File: src/rtl/inst_encoder.sv
// RV32I instruction encoder: assembles a word from format/fields/immediate, range-checks the
// immediate and buffers {err, inst} in a small FIFO. Optional error counter: INST_ENCODER_ERR_CNT_EN.
module inst_encoder #(
  parameter int FIFO_DEPTH = 2
) (
  input  logic        i_clk,
  input  logic        i_rst_n,
  input  logic        i_valid,
  output logic        o_ready,
  input  logic [5:0]  i_format,
  input  logic [6:0]  i_opcode,
  input  logic [4:0]  i_rd,
  input  logic [4:0]  i_rs1,
  input  logic [4:0]  i_rs2,
  input  logic [2:0]  i_funct3,
  input  logic [6:0]  i_funct7,
  input  logic [31:0] i_immediate,
  output logic        o_valid,
  input  logic        i_ready,
  output logic [31:0] o_inst,
  output logic        o_err
`ifdef INST_ENCODER_ERR_CNT_EN
  ,
  output logic [15:0] o_err_cnt
`endif
);

  localparam int AW = (FIFO_DEPTH > 1) ? $clog2(FIFO_DEPTH) : 1;
  localparam logic [AW:0] FULL_COUNT = (AW + 1)'(FIFO_DEPTH);

  logic [31:0] imm;
  logic        isOneHot;
  logic        sameI;
  logic        sameB;
  logic        sameJ;
  logic [31:0] encInst;
  logic        encErr;

  assign imm      = i_immediate;
  assign isOneHot = (i_format != 6'd0) && ((i_format & (i_format - 6'd1)) == 6'd0);
  // A field fits when every bit above its sign bit is a copy of that sign bit.
  assign sameI    = (&imm[31:11]) || (~|imm[31:11]);
  assign sameB    = (&imm[31:12]) || (~|imm[31:12]);
  assign sameJ    = (&imm[31:20]) || (~|imm[31:20]);

  always_comb begin
    encInst = 32'h00000013;
    encErr  = 1'b1;
    if (isOneHot) begin
      case (1'b1)
        i_format[0]: begin
          encInst = {i_funct7, i_rs2, i_rs1, i_funct3, i_rd, i_opcode};
          encErr  = 1'b0;
        end
        i_format[1]: begin
          encInst = {imm[11:0], i_rs1, i_funct3, i_rd, i_opcode};
          encErr  = !sameI;
        end
        i_format[2]: begin
          encInst = {imm[11:5], i_rs2, i_rs1, i_funct3, imm[4:0], i_opcode};
          encErr  = !sameI;
        end
        i_format[3]: begin
          encInst = {imm[12], imm[10:5], i_rs2, i_rs1, i_funct3, imm[4:1], imm[11], i_opcode};
          encErr  = !sameB || imm[0];
        end
        i_format[4]: begin
          encInst = {imm[31:12], i_rd, i_opcode};
          encErr  = (imm[11:0] != 12'd0);
        end
        default: begin
          encInst = {imm[20], imm[10:1], imm[11], imm[19:12], i_rd, i_opcode};
          encErr  = !sameJ || imm[0];
        end
      endcase
    end
  end

  logic [32:0]   mem_q [FIFO_DEPTH];
  logic [AW-1:0] wrPtr_q, wrPtr_d;
  logic [AW-1:0] rdPtr_q, rdPtr_d;
  logic [AW:0]   count_q, count_d;
  logic          push;
  logic          pop;
  logic [32:0]   head;

  assign o_ready = (count_q != FULL_COUNT);
  assign o_valid = (count_q != '0);
  assign push    = i_valid && o_ready;
  assign pop     = o_valid && i_ready;
  // Outputs read as zero while empty so stale entries never leak out.
  assign head    = o_valid ? mem_q[rdPtr_q] : 33'd0;
  assign o_err   = head[32];
  assign o_inst  = head[31:0];

  always_comb begin
    wrPtr_d = wrPtr_q;
    rdPtr_d = rdPtr_q;
    count_d = count_q;
    if (push) wrPtr_d = wrPtr_q + AW'(1);
    if (pop)  rdPtr_d = rdPtr_q + AW'(1);
    case ({push, pop})
      2'b10:   count_d = count_q + (AW + 1)'(1);
      2'b01:   count_d = count_q - (AW + 1)'(1);
      default: count_d = count_q;
    endcase
  end

  always_ff @(posedge i_clk or negedge i_rst_n) begin
    if (!i_rst_n) begin
      wrPtr_q <= '0;
      rdPtr_q <= '0;
      count_q <= '0;
    end else begin
      wrPtr_q <= wrPtr_d;
      rdPtr_q <= rdPtr_d;
      count_q <= count_d;
    end
  end

  always_ff @(posedge i_clk) begin
    if (push) mem_q[wrPtr_q] <= {encErr, encInst};
  end

`ifdef INST_ENCODER_ERR_CNT_EN
  logic [15:0] errCnt_q;

  always_ff @(posedge i_clk or negedge i_rst_n) begin
    if (!i_rst_n) begin
      errCnt_q <= 16'd0;
    end else if (push && encErr && (errCnt_q != 16'hFFFF)) begin
      errCnt_q <= errCnt_q + 16'd1;
    end
  end

  assign o_err_cnt = errCnt_q;
`endif

endmodule

File: config.mk
export PLATFORM = sky130hd
export DESIGN_NAME = inst_encoder
export DESIGN_NICKNAME = d
export VERILOG_FILES = /design/src/rtl/inst_encoder.sv
export SDC_FILE = /design/constraint.sdc
export NUM_CORES = 1
export LEC_CHECK = 0
export ABC_CLOCK_PERIOD_IN_PS = 4600
export BUFFER_PORTS_ARGS = -buffer_cell sky130_fd_sc_hd__buf_2
export CORE_MARGIN = 10
export CORE_UTILIZATION = 50
export CTS_BUF_LIST = sky130_fd_sc_hd__clkbuf_4 sky130_fd_sc_hd__clkbuf_8 sky130_fd_sc_hd__clkbuf_16
export CTS_CLUSTER_SIZE = 12
export DETAILED_ROUTE_END_ITERATION = 6
export PLACE_DENSITY = 0.79
export SYNTH_ARGS = -nofsm -noshare
export SYNTH_HDL_FRONTEND = slang
export SYNTH_SLANG_ARGS = --single-unit
File: constraint.sdc
create_clock -name i_clk -period 4.6 [get_ports i_clk]
set_input_delay 0.69 -clock i_clk [delete_from_list [all_inputs] [get_ports i_clk]]
set_output_delay 0.69 -clock i_clk [all_outputs]
set_load 0.03 [all_outputs]
# == Yosys cells after proc, flatten, opt, wreduce, memory -nomap -nowiden ==
# Memories as Yosys holds them, arrays and structs flattened.
# Index checks and enable logic that the tools add are counted.
# word_totals
input_bits,74
reg_bits,4
mem_count,1
wordCells,54
out_inout_bits,35
ram_bits,66
# op_classes
n_eq_ne,3
n_addsub,5
n_bitwise,1
muxes,16
reduce_logical,25
# mem_list
memory,depth,width,rd,rd_clocked_by_memory_dff,wr,line,rtl
mem_q,2,33,1,0,1,79,logic [32:0] mem_q [FIFO_DEPTH];
# op_table
operator,n
2-to-1 mux 32 bit,6
2-to-1 mux 33 bit,1
AND reduction 21 bit,1
OR reduction 21 bit,1
AND reduction 20 bit,1
OR reduction 20 bit,1
AND reduction 12 bit,1
nonzero test 12 bit,1
OR reduction 12 bit,1
2-to-1 mux 1 bit,8
AND 6 bit,1
logical NOT 1 bit,6
logical NOT 6 bit,1
nonzero test 6 bit,1
subtractor 6 x 1 -> 6 bit (second input constant),1
logical OR 1 bit,5
one-hot mux 2 bit (2 select lines),1
nonzero test 2 bit,2
logical AND 1 bit,3
adder 1 bit (second input constant),2
adder 2 x 1 -> 2 bit (second input constant),1
equality test 2 x 1 -> 1 bit (second input constant),1
equality test 2 bit (second input constant),1
inequality test 2 bit (second input constant),1
subtractor 2 x 1 -> 2 bit (second input constant),1

# == Logic depth before layout (Yosys ltp) ==
# Gate-level depths: netlist of the first run.
# logic_depth
depth_word,11
ltp_mapped,7
depth_no_buf,7

# == Worst setup path before layout of the first run ==
# No wires, ideal clock.
# synth_path
path_kind,reg-to-reg
from,reg count_q[0]
to,mem mem_q[0][0] (enable)
synth_period_minus_slack_ns,2.725
path_stages_with_launch,4
slack_ns,1.875
setup_ns,0.423
required_ns,4.177
path_buffers,0
arrival_time_ns,2.302
path_cell_list,dfrtp_1 nand2b_1 nand2_1 nor2_1
# synth_via
elab_chain_cells,4
# synth_lines
item,line,rtl
start: declaration,82,"logic [AW:0] count_q, count_d;"
start signal: assignment,117,count_q <= count_d;
inequality test 2 bit,87,assign o_ready = (count_q != FULL_COUNT);
via o_ready,9,"output logic o_ready,"
logical AND 1 bit,89,assign push = i_valid && o_ready;
2-to-1 mux 1 bit,122,"if (push) mem_q[wrPtr_q] <= {encErr, encInst};"
2-to-1 mux 1 bit (not written as such),122,
end: declaration,79,
# The timed path passes the listed nets, and every way through them passes these cells.

# == Final worst setup path of the first run ==
# layout_path
from,reg rdPtr_q
to,out o_err
# layout_via
elab_chain_cells,2
# layout_lines
item,line,rtl
start: declaration,81,"logic [AW-1:0] rdPtr_q, rdPtr_d;"
start signal: assignment,116,rdPtr_q <= rdPtr_d;
memory (2 x 33 bit),-,
2-to-1 mux 33 bit,92,assign head = o_valid ? mem_q[rdPtr_q] : 33'd0;
end: declaration,21,output logic o_err
# No other way between the ends.

==> impl_metrics.csv, run 1 <==
group,metric,value,unit
clock_tree,tritoncts_num_sinks,70,
timing,setup_tns,0,ps
clock_tree,cts-htree-levels,3,
place,placed_cell_area,4169,um2
clock_tree,cts_setup_buffers,0,
timing,tightestPinTransition,995.3,ps
power,combPwrFrac,0.433,
clock_tree,clk_pin_slew,60,ps
timing,clock.fmax,0.3741,GHz
timing,finClkSkew,4.484,ps
global_routing,antenna_found_initial,0,
floorplanning,initial_core_util,0.5192,
yosys,async_flop_share,0.05714,
global_routing,met2_usage,0.2586,
power,pwr-share-clk,0.171,
power,vdd_drop_max,0.2259,mV
power,p_per_area,577.5,nW/um2
drt,routed_wl,8648,um
power,p_leak,1.780,nW
clock_tree,ctsRootBufferMaster,"clkbuf_8",
timing,setup_violations,0,
global_routing,grt_max_degree,35,
floorplanning,rows,30,
global_routing,grt_pass1_vias,2852,
final_layout,num-nets-final,491,
yosys,ys.flop_type,"edfxtp_1",
drt,vias_per_cell,5.296,
setup_path,cp-end-kind,"output port",
job,cap_violations,0,
yosys,synth_edf_count,66,
final_layout,fillers,584,
final_layout,antenna_cells,0,
run_status,status,"finished clean",
final_layout,syn_to_final_growth,22.54,%
timing,period_needed,2673,ps
setup_path,critPathArrivalTime,1980,ps
setup_path,crit_type,"flop to output port",
yosys,syn_area,3547,um2
final_layout,drive_above_1_share,0.3302,
drt,vias,2738,
place,dpl.hpwl,6611,um
power,p_int,1.457,mW
floorplanning,core,6832,um2
power,power_frac_seq,0.397,
setup_path,r2r_slack,2420,ps
yosys,netlist_instances,309,
yosys,synth_warnings,0,
timing,finalHoldViolCount,0,
power,swShare,0.4195,
yosys,ys_ff_latch,70,
drt,drt_iter0_drc,155,
drt,route.detailed.drc,0,
clock_tree,clock_path_buffers,2,
setup_path,cp_max_fo,34,
worst_hold_path,hp-class,"input pin to async pin",
drt,ant_nets,0,
yosys,yosysSeqAreaShare,0.5869,
power,p_sw,1.053,mW
clock_tree,cts_resized,0,
clock_tree,numCtsBuffers,9,
floorplanning,io-pin-count,109,
global_routing,globalRouteMet1Util,0.1832,
yosys,synth_nets,384,
clock_tree,hold_buffers,0,
clock_tree,insertion_delay,320,ps
timing,finalCritPeriodShare,0.5811,
global_routing,gr-total-overflow,0,
setup_path,worstPathRequired,3910,ps
global_routing,grtUsageMet3,0.05204,
place,place_congestion,0.9313,
clock_tree,cts_tree,"built",
floorplanning,dieWidth,104.2,um
drt,dr.pass1.iters,4,
floorplanning,die-area,10860,um2
timing,rsz0062_at_grt,"no",
final_layout,stdcell_area,4347,um2
yosys,synth_cell_types,41,
timing,drv_slew,0,
global_routing,grt_usage,0.1578,
global_routing,grt_first_pass_wirelength,13940,um
timing,max_slew_margin,0.3365,
place,port_buffers,108,
drt,wl_per_cell,16.73,um
yosys,avgSynthCellArea,11.48,um2
setup_path,worst_setup_path_start_kind,"flop",
floorplanning,die_h,104.2,um
global_routing,top_usage_layer,"met2",
synthesized netlist by cell type, drive strengths merged, types with 2 or more instances:
| library cell | number | area, um2 |
|---|---|---|
| edfxtp | 66 | 1982 |
| nor2 | 66 | 247.7 |
| mux2i | 46 | 460.4 |
| nand2 | 25 | 93.84 |
| a21oi | 15 | 75.07 |
| buf | 9 | 56.30 |
| nor3 | 9 | 55.05 |
| nand4 | 8 | 50.05 |
| clkbuf | 7 | 26.28 |
| nor4 | 7 | 50.05 |
| dfrtp | 4 | 100.1 |
| nor2b | 4 | 25.02 |
| o21ai | 4 | 20.02 |
| o22ai | 4 | 25.02 |
| or2 | 4 | 25.03 |
| a211oi | 3 | 27.52 |
| inv | 3 | 11.26 |
| xnor2 | 3 | 26.28 |
| xor2 | 3 | 26.28 |
| a311oi | 2 | 17.52 |
| a31oi | 2 | 12.51 |
| and3 | 2 | 12.51 |
| nor4b | 2 | 32.53 |
power groups by stage:
stage                     Sequential (mW)  Clock, mW  Combinational [mW]
after floorplan                     0.925          0               0.834
after global placement               1.00          0                1.09
after detailed placement             1.01          0                1.10
after CTS                           0.998      0.441                1.10
after global routing                 1.02      0.473                1.17
final                               0.996      0.428                1.09
metal layers:
metal  wire length [um]  part of all wire
met5                  0                 0
met3                623             0.072
met1               3624              0.42
met2               4242              0.49
met4                157             0.018
layout by cell type, fill, tap and decap left out, drive strengths merged, types with 2 or more instances in the layout:
cell / n
buf: 112
a21oi: 15
nand2: 25
clkinv: 2
dfrtp: 4
nor4: 7
o22ai: 4
nor2: 66
xnor2: 3
nand4: 8
or2: 4
nor4b: 2
nor3: 9
o21ai: 4
a211oi: 3
a311oi: 2
inv: 3
xor2: 3
edfxtp: 66
nor2b: 4
a31oi: 2
and3: 2
clkbuf: 14
mux2i: 46
final timing paths:
kind / endpoint / startpoint / depth (start not counted)
worst max-delay path: o_err / rdPtr_q / 3
worst min-delay path: count_q[1] / i_rst_n / 1
worst max register to register: count_q[1] / count_q[0] / 7
worst min register to register: count_q[1] / count_q[1] / 1
max in group asynchronous: rdPtr_q / i_rst_n / 1
min in group i_clk: count_q[1] / count_q[1] / 1
logic make-up (layout without fill, tap and decap cells):
| group | Yosys count | count (layout) | synth area share |
|---|---|---|---|
| AOI/OAI and AO/OA | 35 | 35 | 0.06208 |
| xor gates and xnor gates | 6 | 6 | 0.01482 |
| adders and majority gates | 1 | 1 | 0.003527 |
| buffers and inverters | 19 | 131 | 0.02646 |
| DFF | 70 | 70 | 0.5869 |
| muxes | 46 | 46 | 0.1298 |
| and+or+nand+nor | 132 | 132 | 0.1764 |
metrics by stage:
| stage | power [mW] | setup slack [ps] | instances | utilization | hold slack, ps |
|---|---|---|---|---|---|
| 6_report | 2.510 | 1927 | 517 | 0.6363 | 160.7 |
| 5_1_grt | 2.657 | 1785 | 517 | 0.6363 | 142.9 |
| 4_1_cts | 2.542 | 1898 | 517 | 0.6363 | 139.7 |
| 3_5_place_dp | 2.113 | 1984 | 501 | 0.6103 | 499.1 |
| 3_3_place_gp | 2.090 | 2048 | 501 | 0.6103 | 497.2 |
| 2_1_floorplan | 1.759 | 1875 | 309 | - | 394.4 |
critical path, cell delays in order, from the launching register on:
cell and delay [ps]:
dfrtp_2 1020, mux2i_1 220, nor2_1 180, buf_2 230
final cells by class:
class                      instances  area [um2]  area share
tap                               96       120.1     0.02763
clock buffer                      14       167.7     0.03857
clock inverter                     2       10.01    0.002303
inverter                           3       11.26    0.002591
multi-input combinational        220        1384      0.3184
sequential                        70        2083      0.4793
timing repair buffer             112       570.5      0.1313
registers in the layout, indices dropped and copies added, names as in the netlist:
name / cells
mem_q: 66
count_q: 2
rdPtr_q: 1
wrPtr_q: 1
(Power assumes the default switching activity.)
==> run 2, diff against run 1 <==
- ABC_CLOCK_PERIOD_IN_PS: 4600 -> 2500
- clock period: 4.6 -> 2.5 ns (I/O delays scaled with it)
==> run 2 against run 1 <==
Effect of this change:
- sequential power up 77%
- clock power up 100%
- cell count rose by 0.77%
- routed wire length increased by 1.7%
- utilization up 1.1 points
- critical endpoint is now o_inst[21]
- non-clock buffer count increased by 4
- worst setup slack worse by 1600 ps
- via count rose by 3.1%
- register-to-register slack lost 1700 ps
- largest power group unchanged
==> impl_metrics.csv, run 2 (synthesis results as in run 1) <==
group,metric,value,unit
power,p_per_area,1070,nW/um2
drt,wl_per_cell,16.88,um
timing,fin_ws,316.2,ps
power,pwr-share-clk,0.181,
place,port_buffers,108,
timing,finalHoldViolCount,0,
clock_tree,cts_setup_buffers,0,
timing,period_needed,2184,ps
power,p_int,2.733,mW
place,pre_cts_ws,158.6,ps
setup_path,worstRegToRegCells,6,
clock_tree,cts_tree,"built",
timing,clock.fmax,0.4579,GHz
timing,setup_violations,0,
setup_path,worst_setup_path_start_kind,"flop",
worst_hold_path,hp-class,"input pin to flop",
job,cap_violations,0,
global_routing,gr-total-overflow,0,
global_routing,grt_max_degree,34,
final_layout,reg_top3,"mem_q x66, count_q x2",
floorplanning,io-pin-count,109,
place,place_congestion,0.9541,
floorplanning,dieWidth,104.2,um
final_layout,num-nets-final,495,
power,power_frac_seq,0.372,
drt,route.detailed.drc,0,
timing,setup_tns,0,ps
place,placed_cell_area,4222,um2
clock_tree,tritoncts_num_sinks,70,
final_layout,largest_reg_flops,66,
final_layout,antenna_cells,0,
global_routing,grt_usage,0.1619,
drt,vias_per_cell,5.420,
global_routing,antenna_found_initial,0,
final_layout,syn_to_final_growth,24.59,%
timing,max_slew_margin,0.5491,
floorplanning,initial_core_util,0.5192,
floorplanning,die-area,10860,um2
clock_tree,insertion_delay,330,ps
setup_path,crit_type,"flop to output port",
final_layout,final_core_util,0.6469,
final_layout,final_common_cell,"buf_2",
setup_path,cp_max_fo,23,
floorplanning,core,6832,um2
drt,vias,2824,
power,combPwrFrac,0.447,
drt,routed_wl,8793,um
global_routing,grt_first_pass_wirelength,14300,um
clock_tree,ctsRootBufferMaster,"clkbuf_8",
timing,rsz0062_at_grt,"no",
timing,tightestPinTransition,674.2,ps
final_layout,drive_above_1_share,0.3294,
clock_tree,numCtsBuffers,9,
drt,drt_iter0_drc,144,
global_routing,grt_pass1_vias,2955,
clock_tree,clk_pin_slew,70,ps
run_status,status,"finished clean",
final_layout,stdcell_area,4419,um2
final_layout,mostFrequentLayoutCells,"108 x buf_2, 66 x edfxtp_1, 64 x nor2_1, 46 x mux2i_1, 25 x nand2_1",
setup_path,cp-end-kind,"output port",
setup_path,critPathArrivalTime,1810,ps
floorplanning,rows,30,
drt,dr.pass1.iters,4,
timing,drv_slew,0,
timing,hold_ws,330.2,ps
setup_path,worstPathRequired,2120,ps
setup_path,r2r-start,"count_q[0]",
power,swShare,0.4220,
drt,ant_nets,0,
worst_hold_path,hp-start,"i_opcode[1]",
floorplanning,die_h,104.2,um
setup_path,cp-startpoint,"count_q[0]",
worst_hold_path,hold-path-cell-count,2,
power,vdd_drop_max,0.4894,mV
clock_tree,clock_path_buffers,2,
power,p_sw,1.995,mW
clock_tree,cts-htree-levels,3,
place,dpl.hpwl,6803,um
power,p_leak,1.808,nW
timing,finalCritPeriodShare,0.8735,
timing,finClkSkew,4.963,ps
final_layout,regMostFlops,"mem_q",
## run 2: cell count changes in the layout (fill, tap and decap cells not counted), sizes merged
| cell | before | now |
|---|---|---|
| bufinv | 0 | 1 |
| dlygate4sd3 | 0 | 1 |
| buf | 112 | 115 |
| clkinvlp | 0 | 1 |
| inv | 3 | 4 |
| clkinv | 2 | 4 |
| clkbuf | 14 | 9 |
## run 2: area by class of cell
cell class | count | area [um2]
Clock buffer | 9 | 123.9
Sequential cell | 70 | 2083
Inverter | 3 | 11.26
Clock inverter | 7 | 63.81
Tap cell | 96 | 120.1
Fill cell | 542 | 2412
Multi-Input combinational cell | 220 | 1389
Timing Repair Buffer | 116 | 628.1
## run 2: power groups by stage
stage               clock network [mW]  logic, mW  registers (mW)
floorplan                            0       1.54            1.70
global placement                     0       2.12            1.77
detailed placement                   0       2.14            1.79
CTS                              0.883       2.14            1.76
global route                     0.931       2.26            1.79
finish                           0.857       2.11            1.76
## run 2: stage by stage
stage          power [mW]  instances
2_1_floorplan       3.237        309
3_3_place_gp        3.883        504
3_5_place_dp        3.925        504
4_1_cts             4.787        521
5_1_grt             4.982        521
6_report            4.729        521
## run 2: worst max-delay path, stage by stage, from the launching register on
cell and delay [ps]:
dfrtp_1 430, nor2_2 390, buf_4 350, nor2_1 110, buf_2 190
## run 2: final timing paths
path | end | slack (ps)
worst max-delay path | o_inst[21] | 320
worst min-delay path | mem_q[0][1] | 330
worst max register to register | count_q[1] | 740
worst min register to register | count_q[1] | 520
max in group asynchronous | rdPtr_q | 1990
min in group asynchronous | wrPtr_q | 380
## run 2: metal layers
| layer | up-vias | part of all wire | GRT usage |
|---|---|---|---|
| met1 | 1298 | 0.41 | 0.1899 |
| met2 | 146 | 0.48 | 0.2608 |
| met5 | - | 0 | 0 |
| met4 | 0 | 0.036 | 0.09642 |
| li1 | 1356 | - | - |
| met3 | 24 | 0.079 | 0.04213 |
## run 2: timing repair
item	CTS	global route
hold buffers	1	0
gates resized for setup	0	0
endpoints found under the hold margin	4	0
